**config.mk**
```make
export PLATFORM = sky130hd
export DESIGN_NAME = uart_rx_frame_ctrl
export DESIGN_NICKNAME = d
export VERILOG_FILES = /design/src/rtl/uart_pkg.sv /design/src/rtl/uart_frame_buf.sv /design/src/rtl/uart_rx_frame_ctrl.sv
export SDC_FILE = /design/constraint.sdc
export NUM_CORES = 1
export LEC_CHECK = 0
export ABC_AREA = 0
export ABC_CLOCK_PERIOD_IN_PS = 3200
export BUFFER_PORTS_ARGS = -buffer_cell sky130_fd_sc_hd__buf_2
export CAP_MARGIN = 20
export CORE_ASPECT_RATIO = 2
export CORE_MARGIN = 8
export CORE_UTILIZATION = 55
export CTS_CLUSTER_SIZE = 28
export DETAILED_ROUTE_END_ITERATION = 12
export GPL_TIMING_DRIVEN = 1
export PLACE_DENSITY = 0.82
export SYNTH_ARGS = -nofsm -noshare
export SYNTH_HDL_FRONTEND = slang
export SYNTH_SLANG_ARGS = --single-unit
```
**constraint.sdc**
```tcl
create_clock -name clk -period 3.2 [get_ports clk]
set_input_delay 0.64 -clock clk [delete_from_list [all_inputs] [get_ports clk]]
set_output_delay 0.64 -clock clk [all_outputs]
set_load 0.01 [all_outputs]
```
**src/rtl/uart_pkg.sv**
```systemverilog
// Shared types and helpers for the UART receive-frame controller.
// State encoding, default start-of-frame byte and the inter-byte timeout limit.
package uart_pkg;

    localparam int ST_W = 3;

    typedef enum logic [ST_W-1:0] {
        IDLE    = 3'd0,
        LEN     = 3'd1,
        PAYLOAD = 3'd2,
        CHK     = 3'd3,
        OUT     = 3'd4
    } state_t;

    localparam logic [7:0] SOF_DEFAULT = 8'hA5;

    // One byte time is 10 bit times (start + 8 data + stop).
    function automatic int unsigned timeout_limit(input int unsigned clock_freq,
                                                  input int unsigned baud_rate,
                                                  input int unsigned timeout_bytes);
        return timeout_bytes * 10 * (clock_freq / baud_rate);
    endfunction

endpackage

```
**src/rtl/uart_frame_buf.sv**
```systemverilog
// Payload buffer: DEPTH x 8 register file, one synchronous write port and
// one combinational read port. Storage is not reset; the controller never
// reads an entry it has not written in the current frame.
module uart_frame_buf #(
    parameter int DEPTH = 16,
    parameter int AW    = 4
) (
    input  logic          clk,
    input  logic          i_we,
    input  logic [AW-1:0] i_waddr,
    input  logic [7:0]    i_wdata,
    input  logic [AW-1:0] i_raddr,
    output logic [7:0]    o_rdata
);

    logic [7:0] mem_q [DEPTH];

    // Write one payload byte per accepted strobe.
    always_ff @(posedge clk) begin
        if (i_we) begin
            mem_q[i_waddr] <= i_wdata;
        end
    end

    assign o_rdata = mem_q[i_raddr];

endmodule

```
**src/rtl/uart_rx_frame_ctrl.sv**
```systemverilog
// Frames the UART byte stream: SOF, LEN, LEN payload bytes, CHK (XOR of LEN
// and payload). Good frames are replayed on a valid/ready stream; bad ones are
// dropped with a one-cycle error pulse.
// Optional inter-byte timeout is built only when UART_FRAME_TIMEOUT_EN is defined.
//
// state   | meaning
// --------+-----------------------------------------------------------
// IDLE    | hunting for SOF, everything else ignored
// LEN     | waiting for the length byte
// PAYLOAD | storing payload bytes into the buffer
// CHK     | waiting for the checksum byte
// OUT     | replaying the buffered payload; new bytes are overflow
module uart_rx_frame_ctrl
    import uart_pkg::*;
#(
    parameter int unsigned CLOCK_FREQ    = 50_000_000,
    parameter int unsigned BAUD_RATE     = 9600,
    parameter int unsigned MAX_LEN       = 16,
    parameter logic [7:0]  SOF           = SOF_DEFAULT,
    parameter int unsigned TIMEOUT_BYTES = 4
) (
    input  logic                         clk,
    input  logic                         rst,
    input  logic [7:0]                   i_rx_data,
    input  logic                         i_rx_valid,
    output logic [7:0]                   o_frm_data,
    output logic                         o_frm_valid,
    input  logic                         i_frm_ready,
    output logic                         o_frm_last,
    output logic [$clog2(MAX_LEN+1)-1:0] o_frm_len,
    output logic                         o_busy,
    output logic                         o_len_err,
    output logic                         o_chk_err,
    output logic                         o_ovf_err,
    output logic                         o_timeout
);

    localparam int          LW        = $clog2(MAX_LEN + 1);
    localparam int          IW        = (MAX_LEN > 1) ? $clog2(MAX_LEN) : 1;
    localparam int unsigned TMO_LIMIT = timeout_limit(CLOCK_FREQ, BAUD_RATE, TIMEOUT_BYTES);

    if (MAX_LEN < 1 || MAX_LEN > 255) begin : g_bad_max_len
        $error("MAX_LEN must be in 1..255");
    end
    if (TMO_LIMIT < 2) begin : g_bad_tmo_limit
        $error("timeout limit must be at least 2 cycles");
    end

    state_t          state_q, state_d;
    logic [LW-1:0]   len_q, len_d;
    logic [7:0]      chk_q, chk_d;
    logic [IW-1:0]   idx_q, idx_d;
    logic [IW-1:0]   rd_q, rd_d;
    logic            len_err_q, len_err_d;
    logic            chk_err_q, chk_err_d;
    logic            ovf_err_q, ovf_err_d;
    logic            buf_we;
    logic [7:0]      buf_rdata;
    logic [LW-1:0]   len_m1;
    logic            frm_valid;
    logic            frm_last;

`ifdef UART_FRAME_TIMEOUT_EN
    localparam int            TW       = $clog2(TMO_LIMIT + 1);
    localparam logic [TW-1:0] TMR_LOAD = TW'(TMO_LIMIT);

    logic [TW-1:0] tmr_q, tmr_d;
    logic          tmo_q, tmo_d;
`endif

    uart_frame_buf #(
        .DEPTH (MAX_LEN),
        .AW    (IW)
    ) u_buf (
        .clk     (clk),
        .i_we    (buf_we),
        .i_waddr (idx_q),
        .i_wdata (i_rx_data),
        .i_raddr (rd_q),
        .o_rdata (buf_rdata)
    );

    assign len_m1    = len_q - LW'(1);
    assign frm_valid = (state_q == OUT);
    assign frm_last  = frm_valid && (LW'(rd_q) == len_m1);

    // Next-state, datapath updates and error-pulse requests.
    always_comb begin
        state_d   = state_q;
        len_d     = len_q;
        chk_d     = chk_q;
        idx_d     = idx_q;
        rd_d      = rd_q;
        len_err_d = 1'b0;
        chk_err_d = 1'b0;
        ovf_err_d = 1'b0;
        buf_we    = 1'b0;
`ifdef UART_FRAME_TIMEOUT_EN
        tmr_d     = tmr_q;
        tmo_d     = 1'b0;
`endif

        unique case (state_q)
            IDLE: begin
                if (i_rx_valid && i_rx_data == SOF) begin
                    chk_d   = '0;
                    state_d = LEN;
                end
            end
            LEN: begin
                if (i_rx_valid) begin
                    if (i_rx_data == 8'd0 || i_rx_data > 8'(MAX_LEN)) begin
                        len_err_d = 1'b1;
                        state_d   = IDLE;
                    end else begin
                        len_d   = LW'(i_rx_data);
                        chk_d   = i_rx_data;
                        idx_d   = '0;
                        state_d = PAYLOAD;
                    end
                end
            end
            PAYLOAD: begin
                if (i_rx_valid) begin
                    buf_we = 1'b1;
                    chk_d  = chk_q ^ i_rx_data;
                    idx_d  = idx_q + IW'(1);
                    if (LW'(idx_q) == len_m1) begin
                        state_d = CHK;
                    end
                end
            end
            CHK: begin
                if (i_rx_valid) begin
                    if (i_rx_data == chk_q) begin
                        rd_d    = '0;
                        state_d = OUT;
                    end else begin
                        chk_err_d = 1'b1;
                        state_d   = IDLE;
                    end
                end
            end
            OUT: begin
                // The receiver cannot be back-pressured, so bytes arriving
                // during replay are lost and reported.
                if (i_rx_valid) begin
                    ovf_err_d = 1'b1;
                end
                if (i_frm_ready) begin
                    if (frm_last) begin
                        state_d = IDLE;
                    end else begin
                        rd_d = rd_q + IW'(1);
                    end
                end
            end
            default: state_d = IDLE;
        endcase

`ifdef UART_FRAME_TIMEOUT_EN
        // Down-counter reloaded on every byte; a byte arriving on the
        // terminal cycle reloads it and so beats the timeout.
        if (state_q == IDLE) begin
            if (state_d == LEN) begin
                tmr_d = TMR_LOAD;
            end
        end else if (state_q inside {LEN, PAYLOAD, CHK}) begin
            if (i_rx_valid) begin
                tmr_d = TMR_LOAD;
            end else if (tmr_q == TW'(1)) begin
                tmo_d   = 1'b1;
                state_d = IDLE;
            end else begin
                tmr_d = tmr_q - TW'(1);
            end
        end
`endif
    end

    // State, datapath and registered error pulses.
    always_ff @(posedge clk or posedge rst) begin
        if (rst) begin
            state_q   <= IDLE;
            len_q     <= '0;
            chk_q     <= '0;
            idx_q     <= '0;
            rd_q      <= '0;
            len_err_q <= 1'b0;
            chk_err_q <= 1'b0;
            ovf_err_q <= 1'b0;
`ifdef UART_FRAME_TIMEOUT_EN
            tmr_q     <= '0;
            tmo_q     <= 1'b0;
`endif
        end else begin
            state_q   <= state_d;
            len_q     <= len_d;
            chk_q     <= chk_d;
            idx_q     <= idx_d;
            rd_q      <= rd_d;
            len_err_q <= len_err_d;
            chk_err_q <= chk_err_d;
            ovf_err_q <= ovf_err_d;
`ifdef UART_FRAME_TIMEOUT_EN
            tmr_q     <= tmr_d;
            tmo_q     <= tmo_d;
`endif
        end
    end

    // Data and length are gated so nothing leaks from the unreset buffer.
    assign o_frm_valid = frm_valid;
    assign o_frm_data  = frm_valid ? buf_rdata : 8'd0;
    assign o_frm_last  = frm_last;
    assign o_frm_len   = frm_valid ? len_q : '0;
    assign o_busy      = (state_q != IDLE);
    assign o_len_err   = len_err_q;
    assign o_chk_err   = chk_err_q;
    assign o_ovf_err   = ovf_err_q;
`ifdef UART_FRAME_TIMEOUT_EN
    assign o_timeout   = tmo_q;
`else
    assign o_timeout   = 1'b0;
`endif

endmodule
```
==> results.md, run 1 <==
* Status: complete, no violations
* DRT Wirelength at 16.55 mm
* Worst Clk Skew at 0.009680 ns
* Fin nets at 502
* Instance count on the critical path at 5
* Cell Area, Synth at 6849 um2
* DP HPWL at 11.33 mm
* Maxcap violations at 0
* Slew @ Worst Pin at 0.8890 ns
* Clk slew on worst S/H paths at 0.06 ns
* Mapped Cells at 426
* Post-synth EDFFs at 128
* Reg2Reg Setup Slack at 0.75 ns
* Die footprint at 16500 um2
* DRC at 0
* Cell area power density at 625.7 nW/um2
* DR iter-0 viols at 323
* Slew Limit Fails at 0
* Share of synthesized registers carrying an async set or reset at 0.1742
* Initial core utilization at 0.5649
* CP cell instances: buf_4 > mux4_2 > mux4_2 > and2_1 > buf_2
* Chip Width at 94.91 um
* Peak VDD IR at 386.6 uV
* Synth cell types at 56
* CP Capture Type: primary output
* Slowest Stage Delay on Critical Path at 0.54 ns
* Crit-path most repeated cell: mux4_2
* Largest delay share family, worst path: multiplexers
* Num CTS Buffers at 17
* RD Place Congestion at 0.9300
* Final worst setup slack at 0.1323 ns
* Max-slew headroom at 0.4073
* Fill cell total of the finished layout at 856
* Final hold slack at 0.2079 ns
* Slowest stage cell, crit path: mux4_2
* Reg area at 4521 um2
* Post-CTS setup buffer count at 0
* Max Root-Sink Buffers at 2
* Critical Path AT at 2.43 ns
* Leakage power at 2.775 nW
* Core area at 12120 um2
* Antenna cells at 0
* Crit. Startpoint: rd_q[0]
* Final total negative setup slack at 0 ns
* Total power draw at 0.004956 W
* Crit start category: flip-flop
* Final Cycle Share at 0.9587
* Critical path class: flip-flop to primary output
* Achievable Freq at 0.3260 GHz
* Type of the tightest min-delay check: input pin to async pin
* Synthesis Warnings at 0
* Largest net degree at the start of global routing at 24
* CP endpoint: o_frm_data[0]
* Num ports at 32
* First-pass GRT wire length at 25.41 mm
* Vias per cell at 6.395
* Syn_nets at 444
* # setup viols final at 0
* Skew-Pair Late Insertion Delay at 0.42 ns
* Die Y at 173.8 um
* Final ANT Viol Nets at 0
* Routed WL per cell at 25.73 um
* DP Worst Slack at 0.4900 ns
* Worst EP required at 2.56 ns
* Multi-input gate area at 2186 um2
* Hold Buf Count CTS at 0
* CTS sink count at 155
* Root buf cell: clkbuf_16
* Reg2Reg Launch Point: state_q[0]
* RSZ-0062 raised after global routing: no
* Reg2reg end: u_buf.mem_q[6][1]
* CTS tree: done
* CP bufs+invs at 2
* Sequential fraction of the synthesis area at 0.6598
* Initial antenna violation count at 0
* TritonRoute pass-1 iters at 5
* GR Overflow Total at 0
* H-tree levels at 4
* Total GRT Usage at 0.2136
* Number of synthesized register bits at 155
* Worst reg2reg path depth at 5
* Rows at 57
* Syn-to-layout area delta at 15.64%
* Post-CTS sizing at 0
* Post-synth top flop: edfxtp_1
* Ratio of cells with drive above 1 in the final layout at 0.2802
* Final hold violations at 0
* Mapped Avg Cell Area at 16.08 um2
* CP Max Fanout at 11
* PortBufs at 30
* Fin crit period at 3.068 ns
* Via count at 4112
* Vias in the first global route at 4421
==> report_power, final <==
| part | internal, W | switching [W] |
|---|---|---|
| Sequential | 0.00220 | 0.0000837 |
| Clock | 0.00106 | 0.000780 |
| Combinational | 0.000452 | 0.000376 |
==> Yosys cell counts, types with 2 or more instances <==
cell	count	area (um2)
o21ai_0	9	45.04
o211ai_1	11	82.58
edfxtp_1	128	3844
buf_2	3	15.01
o31ai_1	2	15.01
or4_1	5	37.54
nand2b_1	6	37.54
nand3b_1	3	22.52
xor2_1	2	17.52
nor4_1	5	31.28
nor3_1	6	30.03
a22o_1	2	17.52
a31oi_1	3	18.77
nor4b_1	4	35.03
a211o_1	3	26.28
and3_1	2	12.51
dfrtp_1	27	675.7
xnor2_1	17	148.9
nand2_1	16	60.06
nand4_1	2	12.51
inv_1	19	71.32
and2_1	20	125.1
a21o_1	3	22.52
or3_1	4	25.02
buf_4	2	15.01
mux4_2	40	900.9
a21oi_1	8	40.04
o211a_1	2	20.02
ha_1	6	75.07
nand3_1	2	10.01
clkbuf_1	18	67.56
a32o_1	2	20.02
nor2_1	21	78.83
==> layer usage <==
| metal | vias up | GRT usage | wire length (um) |
|---|---|---|---|
| li1 | 1788 | - | - |
| met1 | 2111 | 0.2219 | 5560 |
| met2 | 176 | 0.3778 | 9474 |
| met3 | 37 | 0.04425 | 799 |
| met4 | 0 | 0.1233 | 711 |
| met5 | - | 0 | 0 |
==> placed cells by master (no fill, tap or decap), types with 6 or more instances in the layout <==
| cell type | n |
|---|---|
| edfxtp_1 | 128 |
| mux4_2 | 40 |
| buf_2 | 30 |
| buf_4 | 30 |
| dfrtp_1 | 26 |
| nor2_1 | 21 |
| and2_1 | 20 |
| inv_1 | 19 |
| xnor2_1 | 17 |
| clkbuf_16 | 17 |
| nand2_1 | 16 |
| o211ai_1 | 11 |
| o21ai_0 | 9 |
| a21oi_1 | 8 |
| nand2b_1 | 6 |
| nor3_1 | 6 |
| ha_1 | 6 |
==> logic make-up (layout without fill, tap and decap cells) <==
family | count (synthesis) | in the layout | synth area share
DFF | 155 | 155 | 0.6598
buffers and inverters | 42 | 112 | 0.02466
xor gates and xnor gates | 19 | 19 | 0.02430
and+or+nand+nor | 104 | 104 | 0.08550
AOI/OAI and AO/OA | 58 | 58 | 0.06120
adders and majority gates | 7 | 7 | 0.01242
muxes | 40 | 40 | 0.1315
other | 1 | 1 | 0.0005475
==> how the worst min path moves through the flow <==
stage / start / endpoint / slack, ns / depth (start not counted)
floorplan: chk_q[5] / chk_q[5] / 0.47 / 1
global placement: chk_q[5] / chk_q[5] / 0.50 / 1
detailed placement: chk_q[7] / chk_q[7] / 0.52 / 1
CTS: rst / len_q[4] / 0.20 / 2
global route: rst / len_q[0] / 0.22 / 2
finish: rst / len_q[0] / 0.21 / 2
==> final cells by class <==
cell class	instances	share of cell area
multi-input cells	229	0.2760
repair buffers	62	0.05340
well taps	147	0.02322
clock inverters	11	0.01248
clock buffers	20	0.05513
inverters	19	0.009005
flip-flops and latches	155	0.5708
==> flip-flops by register name, summed over array words and instances (netlist names) <==
signal and flops:
idx_q 4, o_chk_err 1, o_ovf_err 1, state_q 3
len_q 5, rd_q 4, chk_q 8, u_buf.mem_q 128
o_len_err 1
==> stage by stage <==
step | utilization | cell area [um2] | cells
2_1_floorplan | - | 6849 | 426
3_3_place_gp | 0.6068 | 7357 | 611
3_5_place_dp | 0.6091 | 7385 | 612
4_1_cts | 0.6533 | 7920 | 643
5_1_grt | 0.6533 | 7920 | 643
6_report | 0.6533 | 7920 | 643
No activity file was read; power rests on OpenSTA's default activity.
==> run 2: changes to the inputs <==
--- a/config.mk
+++ b/config.mk
@@ -15,7 +15,7 @@
 export CTS_CLUSTER_SIZE = 28
 export DETAILED_ROUTE_END_ITERATION = 12
 export GPL_TIMING_DRIVEN = 1
-export PLACE_DENSITY = 0.82
+export PLACE_DENSITY = 0.81
 export SYNTH_ARGS = -nofsm -noshare
 export SYNTH_HDL_FRONTEND = slang
 export SYNTH_SLANG_ARGS = --single-unit
==> run 2 against run 1 <==
Net effect: setup slack improved by 0.016 ns; sequential share of layout area increased by 0.45 points; clock-buffer cell count decreased by 2; sequential power about the same; critical path depth unchanged; critical path type unchanged.
==> results.md, run 2 (same netlist as run 1, synthesis figures left out) <==
* Slowest Stage Delay on Critical Path at 0.54 ns (about the same)
* Most common cell after layout, fill and taps aside: edfxtp_1
* Comb power frac at 0.169 (+0.002)
* CP cell instances: buf_12 > mux4_2 > mux4_2 > and2_1 > buf_2
* Clk slew on worst S/H paths at 0.06 ns (about the same)
* Post-CTS sizing at 0 (unchanged)
* Peak VDD IR at 584.4 uV (+51%)
* Final total negative setup slack at 0 ns (unchanged)
* Largest regs: u_buf.mem_q: 128 flops, chk_q: 8 flops, len_q: 5 flops
* Routed WL per cell at 26.67 um (+3.6%)
* Root buf cell: clkbuf_16
* CP Max Fanout at 18 (+7)
* Initial antenna violation count at 0 (unchanged)
* First-pass GRT wire length at 25.81 mm (+1.6%)
* Part of the power in the clock network at 0.359 (-0.013)
* Rows at 57 (unchanged)
* Status: complete, no violations
* Initial core utilization at 0.5649 (unchanged)
* Maxcap violations at 0 (unchanged)
* Multi-input gate area at 2180 um2 (-0.29%)
* Worst EP required at 2.56 ns (about the same)
* Fin crit period at 3.051 ns (-0.01626 ns)
* DRC at 0 (unchanged)
* Hold Buf Count CTS at 0 (unchanged)
* Worst reg2reg path depth at 5 (unchanged)
* Ratio of cells with drive above 1 in the final layout at 0.2799 (-0.0003231)
* CTS sink count at 155 (unchanged)
* Type of the tightest min-delay check: input pin to async pin
* Reg area at 4521 um2 (unchanged)
* Critical Path AT at 2.41 ns (-0.02 ns)
* Num CTS Buffers at 17 (unchanged)
* TritonRoute pass-1 iters at 5 (unchanged)
* Net Sw Frac at 0.2503 (about the same)
* CP bufs+invs at 2 (unchanged)
* GR Overflow Total at 0 (unchanged)
* Chip Width at 94.91 um (unchanged)
* Max Root-Sink Buffers at 2 (unchanged)
* Inst Count DP at 607 (-0.82%)
* DR iter-0 viols at 286 (-11%)
* Seq pwr share at 0.472 (+0.011)
* Biggest register: u_buf.mem_q
* Worst Clk Skew at 0.009512 ns (-0.0001681 ns)
* Reg2Reg Launch Point: state_q[0]
* Largest net degree at the start of global routing at 37 (+54%)
* Final hold violations at 0 (unchanged)
* Achievable Freq at 0.3277 GHz (+0.53%)
* Instance count on the critical path at 5 (unchanged)
* CP Capture Type: primary output
* DP HPWL at 11.48 mm (+1.3%)
* Slowest stage cell, crit path: mux4_2
* Vias per cell at 6.514 (+1.9%)
* RD Place Congestion at 0.8979 (-3.5%)
* Largest delay share family, worst path: multiplexers
* Post-CTS setup buffer count at 2 (+2)
* Critical path class: flip-flop to primary output
* CTS tree: done
* Core area at 12120 um2 (unchanged)
* Cell area power density at 617.2 nW/um2 (-1.4%)
* Slew @ Worst Pin at 0.9067 ns (+0.01762 ns)
* Internal power at 0.003637 W (-2.1%)
* Die footprint at 16500 um2 (unchanged)
* Syn-to-layout area delta at 14.74%
* # setup viols final at 0 (unchanged)
* Psw at 0.001214 W (-2.1%)
* Reg2Reg Setup Slack at 0.80 ns (+0.05 ns)
* H-tree levels at 4 (unchanged)
* Non-Filler Instances at 640 (-0.47%)
* Die Y at 173.8 um (unchanged)
* Final Cycle Share at 0.9536 (-0.005080)
* Vias in the first global route at 4429 (+0.18%)
* Commonest non-fill, non-tap cells in the layout: 128 x edfxtp_1, 40 x mux4_2, 30 x buf_2, 27 x buf_4, 26 x dfrtp_1
* Slew Limit Fails at 0 (unchanged)
* Fill cell total of the finished layout at 859 (+0.35%)
* Max reg flops at 128 (unchanged)
* Total GRT Usage at 0.2189 (+0.005338)
* Reg2reg end: u_buf.mem_q[9][5]
* Crit start category: flip-flop
* Leakage power at 2.762 nW (-0.47%)
* Fin nets at 499 (-0.60%)
* Crit-path most repeated cell: mux4_2
* RSZ-0062 raised after global routing: no
* Antenna cells at 0 (unchanged)
* PortBufs at 30 (unchanged)
* Num ports at 32 (unchanged)
* Total power draw at 0.004851 W (-2.1%)
* Final ANT Viol Nets at 0 (unchanged)
* DRT Wirelength at 17.07 mm (+3.1%)
* Max-slew headroom at 0.3956 (-0.01175)
* Skew-Pair Late Insertion Delay at 0.41 ns (about the same)
* Via count at 4169 (+1.4%)
[run 2: cell count changes in the layout (fill, tap and decap cells not counted)]
cell / previous run / this run
clkinv_2: 2 / 8
inv_6: 1 / 0
bufinv_16: 1 / 0
nor4_2: 1 / 0
clkbuf_1: 3 / 1
nor4_1: 4 / 5
buf_16: 1 / 0
buf_12: 1 / 2
clkinv_1: 1 / 0
clkinv_4: 1 / 3
clkinvlp_4: 5 / 2
buf_4: 30 / 27
[run 2: worst max-delay path by stage]
stage | from | end | slack (ns)
after global routing | rd_q[2] | o_frm_last | 0.04
after global placement | i_rx_data[2] | u_buf.mem_q[9][1] | 0.43
after CTS | rd_q[0] | o_frm_data[6] | 0.14
final | rd_q[0] | o_frm_data[6] | 0.15
after floorplan | i_rx_data[4] | u_buf.mem_q[0][0] | 0.10
after detailed placement | i_rx_data[2] | u_buf.mem_q[9][2] | 0.35
[run 2: layer usage]
layer / part of all wire / track usage / up-vias
met2: 0.57 / 0.4015 / 194
met5: 0 / 0 / -
met3: 0.044 / 0.04078 / 50
li1: - / - / 1784
met4: 0.049 / 0.1180 / 0
met1: 0.34 / 0.2201 / 2141
[run 2: power groups by stage]
stage	sequential, W	combinational (W)	clock [W]
floorplan	0.00226	0.000617	0
global placement	0.00233	0.000801	0
detailed placement	0.00234	0.000817	0
CTS	0.00229	0.000834	0.00175
global route	0.00229	0.000886	0.00182
finish	0.00229	0.000821	0.00174
[run 2: area by class of cell]
class	instances	share of cell area
Tap cell	147	0.02340
Clock inverter	13	0.01035
Clock buffer	18	0.05461
Inverter	19	0.009075
Timing Repair Buffer	59	0.04999
Multi-Input combinational cell	229	0.2773
Sequential cell	155	0.5752
[run 2: worst reg2reg max path, delay by kind of cell (launching register included)]
family          cells  cell delay, ns
fa+ha+maj           1            0.39
compound gates      1            0.26
simple gates        3            0.92
flops               1            0.51
[run 2: metrics by stage]
step | worst slack [ns] | area [um2] | hold WS [ns] | utilization
after floorplan | 0.1028 | 6849 | 0.4712 | -
after global placement | 0.4275 | 7333 | 0.4872 | 0.6049
after detailed placement | 0.3492 | 7333 | 0.4946 | 0.6049
after CTS | 0.1352 | 7859 | 0.2960 | 0.6482
after global routing | 0.04438 | 7859 | 0.3133 | 0.6482
final | 0.1486 | 7859 | 0.2890 | 0.6482
